### src/rtl/mem_port_arbiter.sv
// Merges the instruction-fetch and data ports onto one single-port memory channel.
// One transaction in flight, round-robin on contention, watchdog-forced error response.
module mem_port_arbiter #(
    parameter int unsigned TIMEOUT_CYCLES = 256,
    parameter logic [31:0] ERR_RDATA      = 32'hDEADBEEF
) (
    input  logic        clk,
    input  logic        rst,
    // Instruction fetch port
    input  logic [31:0] i_addr,
    input  logic        i_addr_valid,
    output logic [31:0] i_rdata,
    output logic        i_rdata_valid,
    // Data port
    input  logic [31:0] d_addr,
    input  logic [31:0] d_wdata,
    input  logic [7:0]  d_wmask,
    input  logic        d_wen,
    input  logic        d_valid,
    output logic [31:0] d_rdata,
    output logic        d_ready,
    // Memory channel
    output logic        m_req,
    output logic [31:0] m_addr,
    output logic        m_wen,
    output logic [31:0] m_wdata,
    output logic [7:0]  m_wmask,
    input  logic        m_gnt,
    input  logic        m_rvalid,
    input  logic [31:0] m_rdata,
    output logic        err_timeout
);

    localparam logic [15:0] CntLimit = 16'(TIMEOUT_CYCLES - 1);
    localparam logic [15:0] CntMax   = 16'hFFFF;

    typedef enum logic [2:0] {
        StIdle,
        StReqI,
        StReqD,
        StWaitI,
        StWaitD
    } state_e;

    state_e      state_q, state_d;
    logic [31:0] m_addr_q, m_addr_d;
    logic        m_wen_q, m_wen_d;
    logic [31:0] m_wdata_q, m_wdata_d;
    logic [7:0]  m_wmask_q, m_wmask_d;
    logic [15:0] cnt_q, cnt_d;
    logic        last_d_q, last_d_d;    // 1: data port won the last grant
    logic [31:0] i_rdata_q, i_rdata_d;
    logic        i_valid_q, i_valid_d;
    logic [31:0] d_rdata_q, d_rdata_d;
    logic        d_ready_q, d_ready_d;
    logic        err_q, err_d;

    logic in_req, in_wait, serving_d;
    logic req_i, req_d, grant_i, grant_d;
    logic resp, expire;

    always_comb begin
        state_d   = state_q;
        m_addr_d  = m_addr_q;
        m_wen_d   = m_wen_q;
        m_wdata_d = m_wdata_q;
        m_wmask_d = m_wmask_q;
        cnt_d     = cnt_q;
        last_d_d  = last_d_q;
        i_rdata_d = i_rdata_q;
        i_valid_d = 1'b0;
        d_rdata_d = d_rdata_q;
        d_ready_d = 1'b0;
        err_d     = err_q;

        in_req    = (state_q == StReqI) || (state_q == StReqD);
        in_wait   = (state_q == StWaitI) || (state_q == StWaitD);
        serving_d = (state_q == StReqD) || (state_q == StWaitD);

        // A port completing this cycle still shows its valid; it must not win again.
        req_i   = i_addr_valid & ~i_valid_q;
        req_d   = d_valid & ~d_ready_q;
        grant_i = req_i & (~req_d | last_d_q);
        grant_d = req_d & ~grant_i;

        // Responses outside an accepted request are stale and dropped.
        resp   = m_rvalid & (in_wait | (in_req & m_gnt));
        expire = (in_req | in_wait) & (cnt_q == CntLimit);

        if (in_req || in_wait) begin
            cnt_d = (cnt_q == CntMax) ? cnt_q : cnt_q + 16'd1;
        end

        unique case (state_q)
            StIdle: begin
                if (grant_i) begin
                    m_addr_d  = i_addr;
                    m_wen_d   = 1'b0;
                    m_wdata_d = 32'd0;
                    m_wmask_d = 8'd0;
                    last_d_d  = 1'b0;
                    cnt_d     = 16'd0;
                    state_d   = StReqI;
                end else if (grant_d) begin
                    m_addr_d  = d_addr;
                    m_wen_d   = d_wen;
                    m_wdata_d = d_wdata;
                    m_wmask_d = d_wmask;
                    last_d_d  = 1'b1;
                    cnt_d     = 16'd0;
                    state_d   = StReqD;
                end
            end
            StReqI: begin
                if (m_gnt) state_d = StWaitI;
            end
            StReqD: begin
                if (m_gnt) state_d = StWaitD;
            end
            StWaitI, StWaitD: begin
            end
            default: state_d = StIdle;
        endcase

        if (resp || expire) begin
            state_d = StIdle;
            if (serving_d) begin
                d_ready_d = 1'b1;
                d_rdata_d = !resp ? ERR_RDATA : (m_wen_q ? 32'd0 : m_rdata);
            end else begin
                i_valid_d = 1'b1;
                i_rdata_d = resp ? m_rdata : ERR_RDATA;
            end
            if (!resp) err_d = 1'b1;
        end
    end

    always_ff @(posedge clk) begin
        if (rst) begin
            state_q   <= StIdle;
            m_addr_q  <= 32'd0;
            m_wen_q   <= 1'b0;
            m_wdata_q <= 32'd0;
            m_wmask_q <= 8'd0;
            cnt_q     <= 16'd0;
            last_d_q  <= 1'b1;
            i_rdata_q <= 32'd0;
            i_valid_q <= 1'b0;
            d_rdata_q <= 32'd0;
            d_ready_q <= 1'b0;
            err_q     <= 1'b0;
        end else begin
            state_q   <= state_d;
            m_addr_q  <= m_addr_d;
            m_wen_q   <= m_wen_d;
            m_wdata_q <= m_wdata_d;
            m_wmask_q <= m_wmask_d;
            cnt_q     <= cnt_d;
            last_d_q  <= last_d_d;
            i_rdata_q <= i_rdata_d;
            i_valid_q <= i_valid_d;
            d_rdata_q <= d_rdata_d;
            d_ready_q <= d_ready_d;
            err_q     <= err_d;
        end
    end

    assign m_req         = (state_q == StReqI) || (state_q == StReqD);
    assign m_addr        = m_addr_q;
    assign m_wen         = m_wen_q;
    assign m_wdata       = m_wdata_q;
    assign m_wmask       = m_wmask_q;
    assign i_rdata       = i_rdata_q;
    assign i_rdata_valid = i_valid_q;
    assign d_rdata       = d_rdata_q;
    assign d_ready       = d_ready_q;
    assign err_timeout   = err_q;

endmodule

### config.mk
export PLATFORM = sky130hd
export DESIGN_NAME = mem_port_arbiter
export DESIGN_NICKNAME = d
export VERILOG_FILES = /design/src/rtl/mem_port_arbiter.sv
export SDC_FILE = /design/constraint.sdc
export NUM_CORES = 1
export LEC_CHECK = 0
export ABC_AREA = 0
export CORE_UTILIZATION = 38
export CTS_CLUSTER_SIZE = 40
export DETAILED_ROUTE_END_ITERATION = 10
export GPL_ROUTABILITY_DRIVEN = 0
export HOLD_SLACK_MARGIN = 0.05
export MAX_ROUTING_LAYER = met4
export PLACE_DENSITY = 0.76
export SYNTH_ARGS = -nofsm -noshare
export SYNTH_HDL_FRONTEND = slang
export SYNTH_SLANG_ARGS = --single-unit
### constraint.sdc
create_clock -name clk -period 2.1 [get_ports clk]
set_clock_uncertainty 0.15 [all_clocks]
set_input_delay 0.42 -clock clk [delete_from_list [all_inputs] [get_ports clk]]
set_output_delay 0.42 -clock clk [all_outputs]
set_load 0.005 [all_outputs]
# After elaboration in Yosys (flattened, before gate mapping)
# Cells that the tools add are included.
[totals]
regBits = 160
in_bits = 143
word_cells = 80
[classes]
addsub = 1
eq_ne = 9
mux = 25
n_bitwise = 18
reduce_logical = 15
[ops]
columns = ["op", "n"]
rows = [
  ["$mux 32", 7],
  ["$mux 16", 5],
  ["$add 16x1->16 const B", 1],
  ["$eq 16x16->1 const B", 1],
  ["$eq 16x8->1 const B", 1],
  ["$mux 8", 2],
  ["$mux 3", 4],
  ["$pmux 3 s4", 1],
  ["$not 1->1", 8],
  ["$reduce_and 2->1", 4],
  ["$and 1x1->1", 7],
  ["$eq 3x2->1 const B", 2],
  ["$mux 1", 6],
  ["$reduce_or 2->1", 3],
  ["$logic_or 1x1->1", 5],
  ["$ne 2x2->1 const B", 2],
  ["$reduce_and 4->1", 1],
  ["$eq 3x1->1 const B", 1],
  ["$eq 3x3->1 const B", 1],
  ["$logic_not 3->1", 1],
  ["$ne 3x3->1 const B", 1],
  ["$or 1x1->1", 3],
  ["$reduce_bool 2->1", 1],
]

# Longest topological paths before layout
# Gate-level depths: netlist (run 1).
[depth]
word_depth = 10
depth_mapped = 7

# Worst setup path before layout (run 1)
# No wires, ideal clock.
[synth_path]
path_type = "register -> register"
from = "register cnt_q[9]"
to = "register d_rdata_q[11] (netlist: d_rdata[11])"
setup_time_ps = 87
t_arrival_ps = 2007
t_required_ps = 1863
slack_ps = -143
path_stages_with_launch = 6
path_buffers = 1
synth_period_minus_slack_ps = 2243
path_cell_list = "dfxtp_1 -> or4_4 -> or4_4 -> o22a_4 -> buf_6 -> a221oi_2"
[synth_via]
elab_chain_len = 4
[synth_lines]
columns = ["element", "line_no", "source"]
rows = [
  ["from (decl)", "50", "logic [15:0] cnt_q, cnt_d;"],
  ["from (signal assigned)", "158", "cnt_q <= cnt_d;"],
  ["$eq 16x8->1", "88", "expire = (in_req | in_wait) & (cnt_q == CntLimit);"],
  ["$and 1x1->1", "88", ""],
  ["$logic_or 1x1->1", "125", "if (resp || expire) begin"],
  ["$reduce_and 2->1 (no line)", "--", ""],
  ["to (signal assigned)", "162", "d_rdata_q <= d_rdata_d;"],
  ["to (decl)", "54", "logic [31:0] d_rdata_q, d_rdata_d;"],
]
# Every way passes these cells.
# A chain may end at the register's enable or synchronous reset.

# Worst setup path in the final report (run 1)
[layout_path]
from = "register cnt_q[10]"
to = "register d_rdata_q[0] (netlist: d_rdata[0])"
# The elaborated chain is that of the path after synthesis.

==> flow_summary.rst, run 1 <==
.. list-table::
   :header-rows: 1

   * - Metric
     - Value
   * - Cell chain of the critical path
     - or4_4 -> or4_4 -> o22a_4 -> buf_12 -> a221oi_2
   * - Remaining global-route overflow
     - 0
   * - Number of setup violations in the final report
     - 32
   * - Number of top-level design ports
     - 284
   * - Post-detailed-route via-to-cell ratio
     - 5.30
   * - Unrepaired setup endpoints after global routing
     - true
   * - Detailed Place HPWL
     - 15000 um
   * - Largest voltage drop on the vdd net
     - 600 uV
   * - Number of buffers inserted by hold repair at cts
     - 0
   * - Signal arrival time at the worst endpoint
     - 2.46 ns
   * - Vias in the first global route
     - 6132
   * - EDFF count, synth
     - 0
   * - Least-Margin Pin Slew
     - 0.424 ns
   * - Areal power density over the cells
     - 811 nW/um^2
   * - Cells after synthesis
     - 643
   * - Crit path buffers/inverters
     - 1
   * - Crit path max-delay family
     - simple AND/OR/NAND/NOR gates
   * - Hold Path Class
     - in -> reg
   * - Slack of the critical path
     - -0.187 ns
   * - Number of pins with negative max-slew slack in the final report
     - 0
   * - Maximum level of the CTS H-tree
     - 4
   * - CP max stage delay
     - 0.53 ns
   * - Global-route wire length before repair
     - 32000 um
   * - Final core utilization
     - 0.640
   * - Clock root buffer
     - clkbuf_16
   * - Detailed-routing iteration count for the pre-antenna-repair pass
     - 4
   * - Port-buffer cells
     - 283
   * - Max transition margin
     - 0.716
   * - Commonest cells after routing, fill and taps aside
     - clkdlybuf4s50_1 (281), dfxtp_1 (157), inv_1 (54), buf_4 (48), a22o_1 (41)
   * - Initial core utilization
     - 0.392
   * - Violations in the final reports
     - negative setup slack
   * - GR Util All Layers
     - 0.235
   * - Leakage power summed over all cells
     - 3.87 nW
   * - Number of buffers added by the clock tree synthesis step
     - 17
   * - Type of the worst setup path
     - reg -> reg
   * - Worst hold slack after final layout
     - 0.171 ns
   * - Worst skew pair latency
     - 0.42 ns
   * - Starting DRC count in detailed routing
     - 277
   * - Worst Setup Start Kind
     - flip-flop
   * - Layout Area Growth over Synthesis
     - 63.1%
   * - Fraction of synthesized cell area taken by the top area cell type
     - 0.487
   * - Number of buffers between clock root and the deepest sink
     - 2
   * - Clk sink count
     - 160
   * - Core box area
     - 16800 sq um
   * - Height of the chip
     - 134 um
   * - Clock tree from TritonCTS
     - built
   * - Sequential share of the synthesized area
     - 0.487
   * - Number of warnings reported in the yosys synthesis log
     - 0
   * - Total number of vias
     - 6300
   * - Fin nets
     - 1098
   * - Accumulated negative setup slack
     - -3.38 ns
   * - Highest-delay cell along the critical path
     - or4_4
   * - Avg Inst Size Synth
     - 10.2 sq um
   * - MaxCap Viol Count
     - 0
   * - DIE WIDTH
     - 134 um
   * - Min cycle time layout
     - 2.29 ns
   * - Post-detailed-route DRC marker count
     - 0
   * - Pre-CTS setup slack
     - -0.245 ns
   * - Combined area of all synthesized cells
     - 6570 sq um
   * - Data required time of the worst path
     - 2.27 ns
   * - Most area-consuming cells after synthesis
     - dfxtp_1 (49%), a22o_1 (5.5%), mux2i_1 (4.9%)
   * - Placement Rows
     - 47
   * - Cell seen most often among critical-path stages
     - or4_4
   * - Net Count, Synth
     - 787
   * - Hold Fails Final Rpt
     - 0
   * - Share of flip-flops with an asynchronous set or reset after synthesis
     - 0
   * - Critical Path Sink Type
     - flip-flop
   * - Synth area leader
     - dfxtp_1
   * - Portion of the clock cycle consumed by the worst path in the final layout
     - 1.09
   * - Share of final-layout standard cells stronger than drive strength 1
     - 0.149
   * - Final wirelength
     - 20400 um
   * - Maximum number of pins on one net before global-route repair
     - 63
   * - Fmax
     - 437 MHz
   * - Status
     - finished with violations
   * - Count of unique library cells instantiated by Yosys
     - 55
   * - Number of antenna violations at the first check in global routing
     - 2
   * - Most common cell after layout, fill and taps aside
     - clkdlybuf4s50_1
   * - WL/cell
     - 17.1 um
   * - Number of register bits inferred by synthesis
     - 160
   * - Synth Flop Type
     - dfxtp_1
   * - Critical-path maximum fanout
     - 10
   * - Die area
     - 17800 sq um
   * - Number of nets with antenna violations after routing
     - 0
   * - CTS clk-pin slew, worst paths
     - 0.06 ns
[layer usage]
layer,vias to the layer above,share of wire,track usage
met2,261,0.50,0.387
met4,0,0.014,0.0732
li1,3045,-,-
met5,-,0,-
met3,19,0.083,0.0761
met1,2975,0.40,0.270
[logic make-up (layout without fill, tap and decap cells)]
| logic type | after synthesis | in the layout | share of synthesized area |
|---|---|---|---|
| mux | 32 | 32 | 0.0487 |
| flops | 160 | 160 | 0.487 |
| compound gates | 226 | 226 | 0.276 |
| xor+xnor | 2 | 2 | 0.00267 |
| fa+ha+maj | 2 | 2 | 0.00343 |
| simple gates | 115 | 115 | 0.108 |
| other cells | 0 | 2 | 0 |
| buf+inv | 106 | 430 | 0.0737 |
[sequential cells by signal, indices dropped and copies added, names as in the netlist]
name	cells
cnt_q	16
i_rdata_valid	1
err_timeout	1
last_d_q	1
m_wmask	8
d_rdata	32
m_wdata	32
d_ready	1
state_q	3
i_rdata	32
m_addr	32
m_wen	1
[through the flow]
stage | area, sq um | cells | total power, mW
2_1_floorplan | 6590 | 643 | 4.35
3_3_place_gp | 10000 | 1151 | 5.47
3_5_place_dp | 10000 | 1151 | 5.50
4_1_cts | 10600 | 1183 | 8.75
5_1_grt | 10700 | 1189 | 9.07
6_report | 10700 | 1189 | 8.69
[cells in the mapped netlist, types with 3 or more instances]
| cell | count |
|---|---|
| a211oi_1 | 35 |
| a21oi_1 | 31 |
| a221oi_1 | 4 |
| a221oi_2 | 20 |
| a22o_1 | 41 |
| and3_1 | 3 |
| and4_1 | 4 |
| buf_1 | 4 |
| buf_6 | 5 |
| clkbuf_1 | 34 |
| dfxtp_1 | 160 |
| dlygate4sd3_1 | 3 |
| inv_1 | 54 |
| mux2i_1 | 32 |
| nand2_1 | 19 |
| nand2b_1 | 6 |
| nand3_1 | 5 |
| nand4_1 | 14 |
| nor2_1 | 11 |
| nor3_1 | 3 |
| nor4_1 | 6 |
| o21ai_0 | 15 |
| o22ai_1 | 25 |
| o2bb2ai_1 | 32 |
| o31ai_1 | 9 |
| or2b_1 | 12 |
| or2b_2 | 8 |
| or3_1 | 5 |
| or4_1 | 6 |
| or4_4 | 3 |
[final timing paths]
kind / to / from / cells past startpoint / slack, ns
worst max-delay path: d_rdata[0] / cnt_q[10] / 5 / -0.19
worst min-delay path: last_d_q / rst / 3 / 0.17
worst max register to register: d_rdata[0] / cnt_q[10] / 5 / -0.19
worst min register to register: d_rdata[22] / d_rdata[22] / 2 / 0.31
[final cells by class]
type | instances | area (sq um)
Antenna cell | 2 | 5.00
Clock buffer | 21 | 460
Clock inverter | 11 | 155
Fill cell | 1386 | 6040
Inverter | 54 | 203
Multi-Input combinational cell | 377 | 2980
Sequential cell | 160 | 3210
Tap cell | 220 | 275
Timing Repair Buffer | 344 | 3440
[power by group]
| part | internal, mW | total [mW] | switching, mW | leakage, nW |
|---|---|---|---|---|
| clock | 1.95 | 3.23 | 1.28 | 0.304 |
| combinational | 1.15 | 1.99 | 0.840 | 2.26 |
| sequential | 3.30 | 3.48 | 0.173 | 1.30 |
[timing repair]
action / CTS / global route
gates cloned: 0 / 0
endpoints found under the setup margin: 32 / 34
gates resized for setup: 6 / 12
buffers inserted: 0 / 4
pin swaps: 0 / 1
[worst min-delay path, stage by stage]
cell and delay (ns):
buf_2 0.17, a21oi_1 0.06, nand2_1 0.06
Note: power is estimated with default switching activity, not from simulation.
==> run 2, diff against run 1 <==
--- a/config.mk
+++ b/config.mk
@@ -6,13 +6,14 @@
 export NUM_CORES = 1
 export LEC_CHECK = 0
 export ABC_AREA = 0
-export CORE_UTILIZATION = 38
+export CORE_UTILIZATION = 46
 export CTS_CLUSTER_SIZE = 40
 export DETAILED_ROUTE_END_ITERATION = 10
 export GPL_ROUTABILITY_DRIVEN = 0
 export HOLD_SLACK_MARGIN = 0.05
 export MAX_ROUTING_LAYER = met4
-export PLACE_DENSITY = 0.76
+export PLACE_DENSITY = 0.86
+export SKIP_CTS_REPAIR_TIMING = 1
 export SYNTH_ARGS = -nofsm -noshare
 export SYNTH_HDL_FRONTEND = slang
 export SYNTH_SLANG_ARGS = --single-unit
==> constraint.sdc (replaced) <==
create_clock -name clk -period 2.9 [get_ports clk]
set_clock_uncertainty 0.15 [all_clocks]
set_input_delay 0.58 -clock clk [delete_from_list [all_inputs] [get_ports clk]]
set_output_delay 0.58 -clock clk [all_outputs]
set_load 0.005 [all_outputs]
==> run 2 against run 1 <==
Sequential power shrank 27%. Critical endpoint is now m_req. Register-to-register slack improved by 0.66 ns. Via count is 1.9% lower. Sequential share of layout area rose by 1.8 points. The flow now finishes without violations. Setup slack better by 0.50 ns. Largest cell class is now registers.
==> flow_summary.rst, run 2 (synthesis gave the netlist of run 1 again) <==
.. list-table::
   :header-rows: 1

   * - Metric
     - Value
   * - Share of power burned in the clock network
     - 0.359 (was 0.371)
   * - Reg-to-Reg Start
     - cnt_q[9] (was cnt_q[10])
   * - GR Util All Layers
     - 0.283 (was 0.235)
   * - Starting DRC count in detailed routing
     - 449 (was 277)
   * - Vias in the first global route
     - 6039 (was 6132)
   * - Core box area
     - 13900 sq um (was 16800 sq um)
   * - Worst Setup Start Kind
     - flip-flop (unchanged)
   * - Remaining global-route overflow
     - 0 (unchanged)
   * - Leakage power summed over all cells
     - 3.57 nW (was 3.87 nW)
   * - Final wirelength
     - 20300 um (was 20400 um)
   * - CTS clk-pin slew, worst paths
     - 0.06 ns (about the same)
   * - Number of top-level design ports
     - 284 (unchanged)
   * - Maximum level of the CTS H-tree
     - 4 (unchanged)
   * - Post-Place Cell Area
     - 9520 sq um (was 10000 sq um)
   * - Status
     - finished, final reports clean (was finished with violations)
   * - Number of filler instances in the final layout
     - 970 (was 1386)
   * - Number of buffers added by the clock tree synthesis step
     - 17 (unchanged)
   * - Maximum number of pins on one net before global-route repair
     - 53 (was 63)
   * - Final core utilization
     - 0.724 (was 0.640)
   * - Initial core utilization
     - 0.472 (was 0.392)
   * - Detailed Place HPWL
     - 13900 um (was 15000 um)
   * - Number of antenna violations at the first check in global routing
     - 1 (was 2)
   * - Data required time of the worst path
     - 2.17 ns (was 2.27 ns)
   * - Critical-path maximum fanout
     - 15 (was 10)
   * - Layout Area Growth over Synthesis
     - 53.5% (was 63.1%)
   * - Post-detailed-route via-to-cell ratio
     - 5.61 (was 5.30)
   * - Areal power density over the cells
     - 596 nW/um^2 (was 811 nW/um^2)
   * - Largest voltage drop on the vdd net
     - 435 uV (was 600 uV)
   * - Worst hold slack after final layout
     - 0.309 ns (was 0.171 ns)
   * - Fin nets
     - 1053 (was 1098)
   * - Clock root buffer
     - clkbuf_16 (unchanged)
   * - Clk sink count
     - 160 (unchanged)
   * - Number of buffers between clock root and the deepest sink
     - 2 (unchanged)
   * - Critical Path Sink Type
     - primary output (was flip-flop)
   * - Type of the worst setup path
     - reg -> out (was reg -> reg)
   * - Hold Fails Final Rpt
     - 0 (unchanged)
   * - Endpoint of the worst register-to-register path
     - d_rdata[17] (was d_rdata[0])
   * - Detailed-routing iteration count for the pre-antenna-repair pass
     - 5 (was 4)
   * - Placement Rows
     - 43 (was 47)
   * - DIE WIDTH
     - 122 um (was 134 um)
   * - Max transition margin
     - 0.566 (was 0.716)
   * - Hold Path Class
     - reg -> reg (was in -> reg)
   * - WL/cell
     - 18.4 um (was 17.1 um)
   * - Number of cells traversed by the worst register-to-register path
     - 4 (was 5)
   * - Post-layout instance area
     - 10100 sq um (was 10700 sq um)
   * - Least-Margin Pin Slew
     - 0.651 ns (was 0.424 ns)
   * - Min-delay src
     - d_rdata[26] (was rst)
   * - Die area
     - 14800 sq um (was 17800 sq um)
   * - Logic gate share of total power
     - 0.219 (was 0.229)
   * - MaxCap Viol Count
     - 0 (unchanged)
   * - Commonest cells after routing, fill and taps aside
     - clkdlybuf4s50_1 (282), dfxtp_1 (160), inv_1 (54), a22o_1 (41), a211oi_1 (35) (was clkdlybuf4s50_1 (281), dfxtp_1 (157), inv_1 (54), buf_4 (48), a22o_1 (41))
   * - Number of pins with negative max-slew slack in the final report
     - 0 (unchanged)
   * - Clock tree from TritonCTS
     - built (unchanged)
   * - Endpoint of the worst hold-timing path
     - d_rdata[26] (was last_d_q)
   * - Total internal power
     - 4.41 mW (was 6.40 mW)
   * - Worst skew pair latency
     - 0.42 ns (about the same)
   * - Portion of the clock cycle consumed by the worst path in the final layout
     - 0.891
   * - Total number of vias
     - 6178 (was 6300)
   * - Number of nets with antenna violations after routing
     - 0 (unchanged)
   * - Accumulated negative setup slack
     - 0 ns (was -3.38 ns)
   * - Signal arrival time at the worst endpoint
     - 1.85 ns (was 2.46 ns)
   * - Power dissipated by switching net loads
     - 1.60 mW (was 2.29 mW)
   * - Register-to-register setup slack
     - 0.47 ns (was -0.19 ns)
   * - Global-route wire length before repair
     - 31100 um (was 32000 um)
   * - Sw Ratio
     - 0.266 (was 0.263)
   * - Post-detailed-route DRC marker count
     - 0 (unchanged)
   * - Height of the chip
     - 122 um (was 134 um)
   * - WHS Path Cells
     - 2 (was 3)
   * - Number of setup violations in the final report
     - 0 (was 32)
   * - Most common cell after layout, fill and taps aside
     - clkdlybuf4s50_1 (unchanged)
   * - Unrepaired setup endpoints after global routing
     - false (was true)
   * - Min cycle time layout
     - 2.58 ns
   * - Fmax
     - 387 MHz
   * - Port-buffer cells
     - 283 (unchanged)
   * - Share of final-layout standard cells stronger than drive strength 1
     - 0.0955 (was 0.149)
   * - Total placed cells including tap cells
     - 1070 (was 1151)
   * - Sequential fraction of design power
     - 0.422 (was 0.400)
   * - Finished Layout Cells
     - 1102 (was 1189)
## run 2: changes by cell type in the layout (fill, tap and decap cells not counted), sizes merged
| cell | before | now |
|---|---|---|
| clkinv | 6 | 7 |
| buf | 62 | 17 |
| diode | 2 | 1 |
| clkdlybuf4s50 | 281 | 282 |
| bufinv | 3 | 2 |
| dlygate4sd2 | 1 | 0 |
| inv | 56 | 55 |
## run 2: cell type report
type	instances	area, sq um	share of cell area
diodes	1	2.50	0.000248
well taps	180	225	0.0223
multi-input cells	377	2920	0.289
repair buffers	299	2970	0.295
clock inverters	10	111	0.0110
clock buffers	21	450	0.0447
flip-flops and latches	160	3200	0.318
inverters	54	203	0.0201
## run 2: routing by layer
| metal | GRT usage | share of wire | vias up |
|---|---|---|---|
| li1 | - | - | 2966 |
| met5 | - | 0 | - |
| met3 | 0.0857 | 0.069 | 51 |
| met2 | 0.465 | 0.50 | 243 |
| met4 | 0.133 | 0.036 | 0 |
| met1 | 0.313 | 0.40 | 2918 |
## run 2: critical path: stages, from the launching register on
cell             delay [ns]
dfxtp_1                0.64
xnor2_1                0.14
nor2_1                 0.10
clkdlybuf4s50_1        0.55
## run 2: metrics by stage
step           power [mW]  worst slack [ns]
2_1_floorplan        3.15             0.538
3_3_place_gp         3.85             0.235
3_5_place_dp         3.87             0.185
4_1_cts              6.04             0.331
5_1_grt              6.26             0.246
6_report             6.01             0.316
## run 2: worst max-delay path by stage
stage               cells after the start       start     endpoint
detailed placement                      5       m_gnt   d_rdata[2]
global route                            3  state_q[0]        m_req
CTS                                     3  state_q[0]        m_req
global placement                        5       m_gnt   d_rdata[2]
floorplan                               6       m_gnt  i_rdata[19]
finish                                  3  state_q[0]        m_req
## run 2: power groups by stage
stage | Sequential, mW | Clock, mW | Combinational, mW
after floorplan | 2.56 | 0 | 0.590
after global placement | 2.57 | 0 | 1.28
after detailed placement | 2.57 | 0 | 1.30
after CTS | 2.53 | 2.19 | 1.32
after global routing | 2.56 | 2.29 | 1.41
final | 2.54 | 2.16 | 1.32
==> run 3, diff against run 2 <==
--- a/config.mk
+++ b/config.mk
@@ -13,7 +13,6 @@
 export HOLD_SLACK_MARGIN = 0.05
 export MAX_ROUTING_LAYER = met4
 export PLACE_DENSITY = 0.86
-export SKIP_CTS_REPAIR_TIMING = 1
 export SYNTH_ARGS = -nofsm -noshare
 export SYNTH_HDL_FRONTEND = slang
 export SYNTH_SLANG_ARGS = --single-unit
==> results of run 3 <==
No change in the layout: final DEF, timing and power equal those of run 2.
